`src/rtl/retire_trace_fifo.sv`:
```
`default_nettype none
// ============================================================================
// Module   : retire_trace_fifo
// Purpose  : Buffers per-instruction retirement events (PC, instruction, rd
//            write-back, store) into a DEPTH-entry FIFO drained by a
//            valid/ready consumer. Stores seen before their retire pulse are
//            held in a pending register and attached to that retirement.
//            Retirements arriving while full are dropped and counted.
// Revision : 1.0  initial release
// ============================================================================
module retire_trace_fifo #(
    parameter int XLEN  = 32,
    parameter int DEPTH = 8
) (
    input  logic                       clk_i,
    input  logic                       rstn_i,
    input  logic                       update_i,
    input  logic [XLEN-1:0]            pc_i,
    input  logic [XLEN-1:0]            instr_i,
    input  logic [4:0]                 reg_addr_i,
    input  logic [XLEN-1:0]            reg_data_i,
    input  logic                       mem_wrt_i,
    input  logic [XLEN-1:0]            mem_addr_i,
    input  logic [XLEN-1:0]            mem_data_i,
    output logic                       trace_valid_o,
    input  logic                       trace_ready_i,
    output logic [XLEN-1:0]            trace_pc_o,
    output logic [XLEN-1:0]            trace_instr_o,
    output logic [4:0]                 trace_rd_o,
    output logic [XLEN-1:0]            trace_rd_data_o,
    output logic                       trace_mem_wrt_o,
    output logic [XLEN-1:0]            trace_mem_addr_o,
    output logic [XLEN-1:0]            trace_mem_data_o,
    output logic [$clog2(DEPTH):0]     count_o,
    output logic                       full_o,
    output logic                       empty_o,
    output logic [15:0]                drop_cnt_o,
    output logic [31:0]                retire_cnt_o
);

    localparam int AW = $clog2(DEPTH);
    localparam int CW = AW + 1;
    localparam logic [CW-1:0] C_DEPTH = CW'(DEPTH);

    // Entry storage, one array per field
    logic [XLEN-1:0] r_pc_mem    [DEPTH];
    logic [XLEN-1:0] r_instr_mem [DEPTH];
    logic [4:0]      r_rd_mem    [DEPTH];
    logic [XLEN-1:0] r_rdd_mem   [DEPTH];
    logic            r_mw_mem    [DEPTH];
    logic [XLEN-1:0] r_ma_mem    [DEPTH];
    logic [XLEN-1:0] r_md_mem    [DEPTH];

    logic [AW-1:0]   r_wr_ptr;
    logic [AW-1:0]   r_rd_ptr;
    logic [CW-1:0]   r_count;
    logic [15:0]     r_drop_cnt;
    logic [31:0]     r_retire_cnt;

    logic            r_pend;
    logic [XLEN-1:0] r_pend_addr;
    logic [XLEN-1:0] r_pend_data;

    logic            w_valid;
    logic            w_full;
    logic            w_pop;
    logic            w_push;
    logic            w_drop;
    logic            w_st_wrt;
    logic [XLEN-1:0] w_st_addr;
    logic [XLEN-1:0] w_st_data;
    logic [XLEN-1:0] w_rd_data;

    assign w_valid = (r_count != '0);
    assign w_full  = (r_count == C_DEPTH);
    assign w_pop   = w_valid && trace_ready_i;
    // A pop in the same cycle frees the slot, so a full FIFO still accepts
    assign w_push  = update_i && (!w_full || w_pop);
    assign w_drop  = update_i && w_full && !w_pop;

    // Same-cycle store wins over the pending one; no store means all-zero fields
    assign w_st_wrt  = mem_wrt_i || r_pend;
    assign w_st_addr = mem_wrt_i ? mem_addr_i : (r_pend ? r_pend_addr : '0);
    assign w_st_data = mem_wrt_i ? mem_data_i : (r_pend ? r_pend_data : '0);
    assign w_rd_data = (reg_addr_i == 5'd0) ? '0 : reg_data_i;

    // Entry write port; contents are only observed through valid-gated outputs
    always_ff @(posedge clk_i) begin
        if (w_push) begin
            r_pc_mem[r_wr_ptr]    <= pc_i;
            r_instr_mem[r_wr_ptr] <= instr_i;
            r_rd_mem[r_wr_ptr]    <= reg_addr_i;
            r_rdd_mem[r_wr_ptr]   <= w_rd_data;
            r_mw_mem[r_wr_ptr]    <= w_st_wrt;
            r_ma_mem[r_wr_ptr]    <= w_st_addr;
            r_md_mem[r_wr_ptr]    <= w_st_data;
        end
    end

    // Pointers, occupancy and the drop/retire counters
    always_ff @(posedge clk_i or negedge rstn_i) begin
        if (!rstn_i) begin
            r_wr_ptr     <= '0;
            r_rd_ptr     <= '0;
            r_count      <= '0;
            r_drop_cnt   <= '0;
            r_retire_cnt <= '0;
        end else begin
            if (w_push) r_wr_ptr <= r_wr_ptr + AW'(1);
            if (w_pop)  r_rd_ptr <= r_rd_ptr + AW'(1);
            case ({w_push, w_pop})
                2'b10:   r_count <= r_count + CW'(1);
                2'b01:   r_count <= r_count - CW'(1);
                default: r_count <= r_count;
            endcase
            if (w_drop && (r_drop_cnt != 16'hFFFF)) r_drop_cnt <= r_drop_cnt + 16'd1;
            if (update_i) r_retire_cnt <= r_retire_cnt + 32'd1;
        end
    end

    // Pending store: a retire consumes it (a same-cycle store goes straight
    // into the retiring entry), otherwise a store loads or overwrites it
    always_ff @(posedge clk_i or negedge rstn_i) begin
        if (!rstn_i) begin
            r_pend      <= 1'b0;
            r_pend_addr <= '0;
            r_pend_data <= '0;
        end else if (update_i) begin
            r_pend      <= 1'b0;
        end else if (mem_wrt_i) begin
            r_pend      <= 1'b1;
            r_pend_addr <= mem_addr_i;
            r_pend_data <= mem_data_i;
        end
    end

    // Head entry is driven from registered state only, zeroed when empty
    assign trace_valid_o    = w_valid;
    assign trace_pc_o       = w_valid ? r_pc_mem[r_rd_ptr]    : '0;
    assign trace_instr_o    = w_valid ? r_instr_mem[r_rd_ptr] : '0;
    assign trace_rd_o       = w_valid ? r_rd_mem[r_rd_ptr]    : '0;
    assign trace_rd_data_o  = w_valid ? r_rdd_mem[r_rd_ptr]   : '0;
    assign trace_mem_wrt_o  = w_valid ? r_mw_mem[r_rd_ptr]    : 1'b0;
    assign trace_mem_addr_o = w_valid ? r_ma_mem[r_rd_ptr]    : '0;
    assign trace_mem_data_o = w_valid ? r_md_mem[r_rd_ptr]    : '0;

    assign count_o      = r_count;
    assign full_o       = w_full;
    assign empty_o      = !w_valid;
    assign drop_cnt_o   = r_drop_cnt;
    assign retire_cnt_o = r_retire_cnt;

endmodule
`default_nettype wire
```
`config.mk`:
```
export PLATFORM = sky130hd
export DESIGN_NAME = retire_trace_fifo
export DESIGN_NICKNAME = d
export VERILOG_FILES = /design/src/rtl/retire_trace_fifo.sv
export SDC_FILE = /design/constraint.sdc
export NUM_CORES = 2
export LEC_CHECK = 0
export CAP_MARGIN = 5
export CORE_MARGIN = 2
export CORE_UTILIZATION = 32
export CTS_CLUSTER_DIAMETER = 30
export CTS_CLUSTER_SIZE = 40
export DETAILED_ROUTE_END_ITERATION = 12
export PLACE_DENSITY_LB_ADDON = 0.05
export SLEW_MARGIN = 10
export SYNTH_ARGS = -nofsm -noshare
export SYNTH_HDL_FRONTEND = slang
export SYNTH_SLANG_ARGS = --single-unit
```
`constraint.sdc`:
```
create_clock -name clk_i -period 18.7 [get_ports clk_i]
set_input_delay 3.74 -clock clk_i [delete_from_list [all_inputs] [get_ports clk_i]]
set_output_delay 3.74 -clock clk_i [all_outputs]
set_load 0.03 [all_outputs]
```
==> flow_metrics.tcl <==
set metrics [dict create \
    dpl.hpwl_um 78900 \
    grt_first_pass_wirelength_um 220000 \
    reg2reg_from "count_o[0]" \
    drv_cap 0 \
    path_cells "buf_4, buf_4, buf_4, mux4_2, mux2i_1, nor2_1, clkdlybuf4s50_1" \
    p_leak_nw 25.8 \
    hold_end "retire_cnt_o[31]" \
    postCtsSetupRepairBufs 0 \
    max_freq_ghz 0.104 \
    r2r_slack_ns 14.23 \
    die_width_um 423 \
    cts_root_buffer "clkbuf_16" \
    stdcell_area_sq_um 75000 \
    ys.flop_type "edfxtp_1" \
    vias 28600 \
    skew_ns 0.0540 \
    clk_pin_slew_worst_paths_ns 0.04 \
    finalMaxSlewViolations 0 \
    tightest_slew_ns 1.10 \
    first_global_vias 32000 \
    routedWlPerCell_um 25.7 \
    clk_latency_ns 0.91 \
    dieArea_sq_um 179000 \
    worst_ir_drop_vdd_mv 0.125 \
    yosysSeqAreaShare_pct 76.5 \
    ys_types 48 \
    async_flop_share_pct 8.48 \
    ys_ff_latch 1451 \
    synth-edff-count 1328 \
    nets 3461 \
    critPathLaunchType "register" \
    cp_max_fo 68 \
    syn_inst 2610 \
    yosys.area.top_type "edfxtp_1" \
    hold_path_class "register to register" \
    gr-total-overflow 0 \
    antenna_found_initial 32 \
    cp-end-kind "output pin" \
    placed_area_sq_um 62900 \
    die_h_um 423 \
    htreeDepth 5 \
    hold_violations 0 \
    initial_core_util_pct 32.3 \
    drtIter0Drc 1769 \
    synth_area_per_cell_sq_um 21.5 \
    io_buffer_count 390 \
    area_growth_syn_to_layout_pct 33.6 \
    cp.arrival_ns 5.89 \
    crit_type "register to output pin" \
    crit_required_ns 14.96 \
    synth_common_cells "edfxtp_1, mux4_2, nor2_1" \
    yosysWarnings 0 \
    route.detailed.drc 0 \
    cts_buffers 372 \
    grt_util_all_layers_pct 16.9 \
    io_pins 391 \
    routed_via_density 4.83 \
    min_period_ns 9.63 \
    cts_tree "built" \
    cp_slowest_cell "dfrtp_4" \
    drive_gt1_share_pct 29.4 \
    synth.most_common_cell "edfxtp_1" \
    routed_wl_um 152000 \
    firstDrtPassIters 5 \
    reg2reg_to "r_pc_mem[7][16]" \
    setup_viol 0 \
    setup_tns_ns 0 \
    worstHoldStart "retire_cnt_o[31]" \
    cts_resized 0 \
    rsz0062_at_grt "false" \
    ant_nets 0 \
    rows 153 \
    grt_start_max_net_pins 125 \
    fin_crit_sh_pct 51.5 \
    cpMostUsedCell "buf_4" \
    hold_buffers 0 \
    reg2reg_depth 8 \
    min_path_cells 1 \
    p_per_area_nw_per_um2 192 \
    routabilityCongestion 0.715 \
    status "complete, no violations" \
    clkSinkCount 1451 \
    core_area_sq_um 174000 \
    relSlewSlack_pct 26.2 \
    netlist_area_sq_um 56100 \
    synth_nets 2785 \
    cts_buffer_depth 4 \
    yosys-top-cells-area "edfxtp_1, mux4_2, dfrtp_1, mux2i_1, mux2_2" \
    cpPeakStageDelay_ns 0.94 \
    synth_top_area_share_pct 71.0 \
]
## registers in the layout (all words and copies together), names as in the netlist, 4 cells and up
signal / count
r_instr_mem: 256
drop_cnt_o: 16
r_md_mem: 256
r_rd_mem: 40
r_pc_mem: 256
count_o: 4
r_rdd_mem: 256
r_mw_mem: 8
r_ma_mem: 256
r_pend_data: 32
retire_cnt_o: 32
r_pend_addr: 32
## routing by layer
metal / wire, um / global-route usage [%] / vias up
li1: - / - / 12200
met1: 59000 / 19.4 / 15300
met2: 82600 / 30.9 / 698
met3: 6090 / 3.58 / 318
met4: 4040 / 6.41 / 10
met5: 74 / 0 / -
## through the flow
step	utilization [%]	worst slack, ns	hold slack [ns]	total power, mW	instances
floorplan	-	2.23	0.481	6.94	2610
global placement	36.1	9.79	0.456	8.50	5237
detailed placement	36.1	9.75	0.473	8.53	5237
CTS	43.1	8.73	0.479	14.7	5899
global route	43.1	8.71	0.491	15.0	5906
finish	43.1	9.07	0.481	14.4	5908
## report_power, final
group,total [mW],switching [mW],internal [mW]
Clock,6.06,1.83,4.22
Sequential,4.25,0.184,4.06
Combinational,4.07,2.42,1.65
Total,14.4,4.43,9.94
## cells in the final DEF (no fill, tap or decap), types with 3 or more instances in the layout
cell / instances
nor2_1: 179
bufinv_16: 40
clkinv_4: 16
xnor2_1: 30
clkbuf_1: 41
clkbuf_16: 375
nor2_4: 4
nand3_1: 20
clkbuf_8: 14
inv_6: 13
clkinv_1: 49
and3_1: 6
nor2b_1: 33
clkinvlp_4: 39
dfrtp_1: 120
clkdlybuf4s50_1: 388
buf_4: 41
buf_12: 8
inv_1: 3
nor3_2: 6
and4_1: 4
clkinv_2: 74
a22o_1: 63
diode_2: 9
nand2b_1: 4
mux4_2: 332
xor2_1: 22
edfxtp_1: 1328
nand4_1: 16
ha_1: 5
mux2i_1: 167
nand2_1: 23
mux2_2: 67
nor3_1: 7
dfrtp_4: 3
## final cells by class
cell class              instances  area [sq um]
clock buffers                 430          9730
well taps                    2325          2910
multi-input cells            1017         12600
inverters                       5          25.0
fillers                     15000         99000
flip-flops and latches       1451         43000
clock inverters               232          2340
diodes                          9          22.5
repair buffers                439          4370
## cell families after synthesis
family	after synthesis	share of synthesized area [%]
mux	566	17.6
simple gates	321	2.66
compound gates	73	1.11
buf+inv	142	1.16
fa+ha+maj	5	0.111
xor+xnor	52	0.811
flops	1451	76.5
## how the worst max path moves through the flow
stage	startpoint	to	slack [ns]	cells past startpoint
2_1_floorplan	update_i	r_instr_mem[4][0]	2.23	3
3_3_place_gp	r_rd_ptr[1]	trace_pc_o[0]	9.79	7
3_5_place_dp	r_rd_ptr[1]	trace_pc_o[0]	9.75	7
4_1_cts	r_rd_ptr[1]	trace_pc_o[0]	8.73	7
5_1_grt	r_rd_ptr[1]	trace_pc_o[0]	8.71	7
6_report	r_rd_ptr[1]	trace_rd_data_o[7]	9.07	7
## critical path: cells and delay by family, from the launching register on
family	cells	cell delay, ns
multiplexers	2	0.44
flip-flops	1	0.94
AND/OR/NAND/NOR	1	0.22
buffers and inverters	4	3.28
Power figures use the tool's default switching activity.
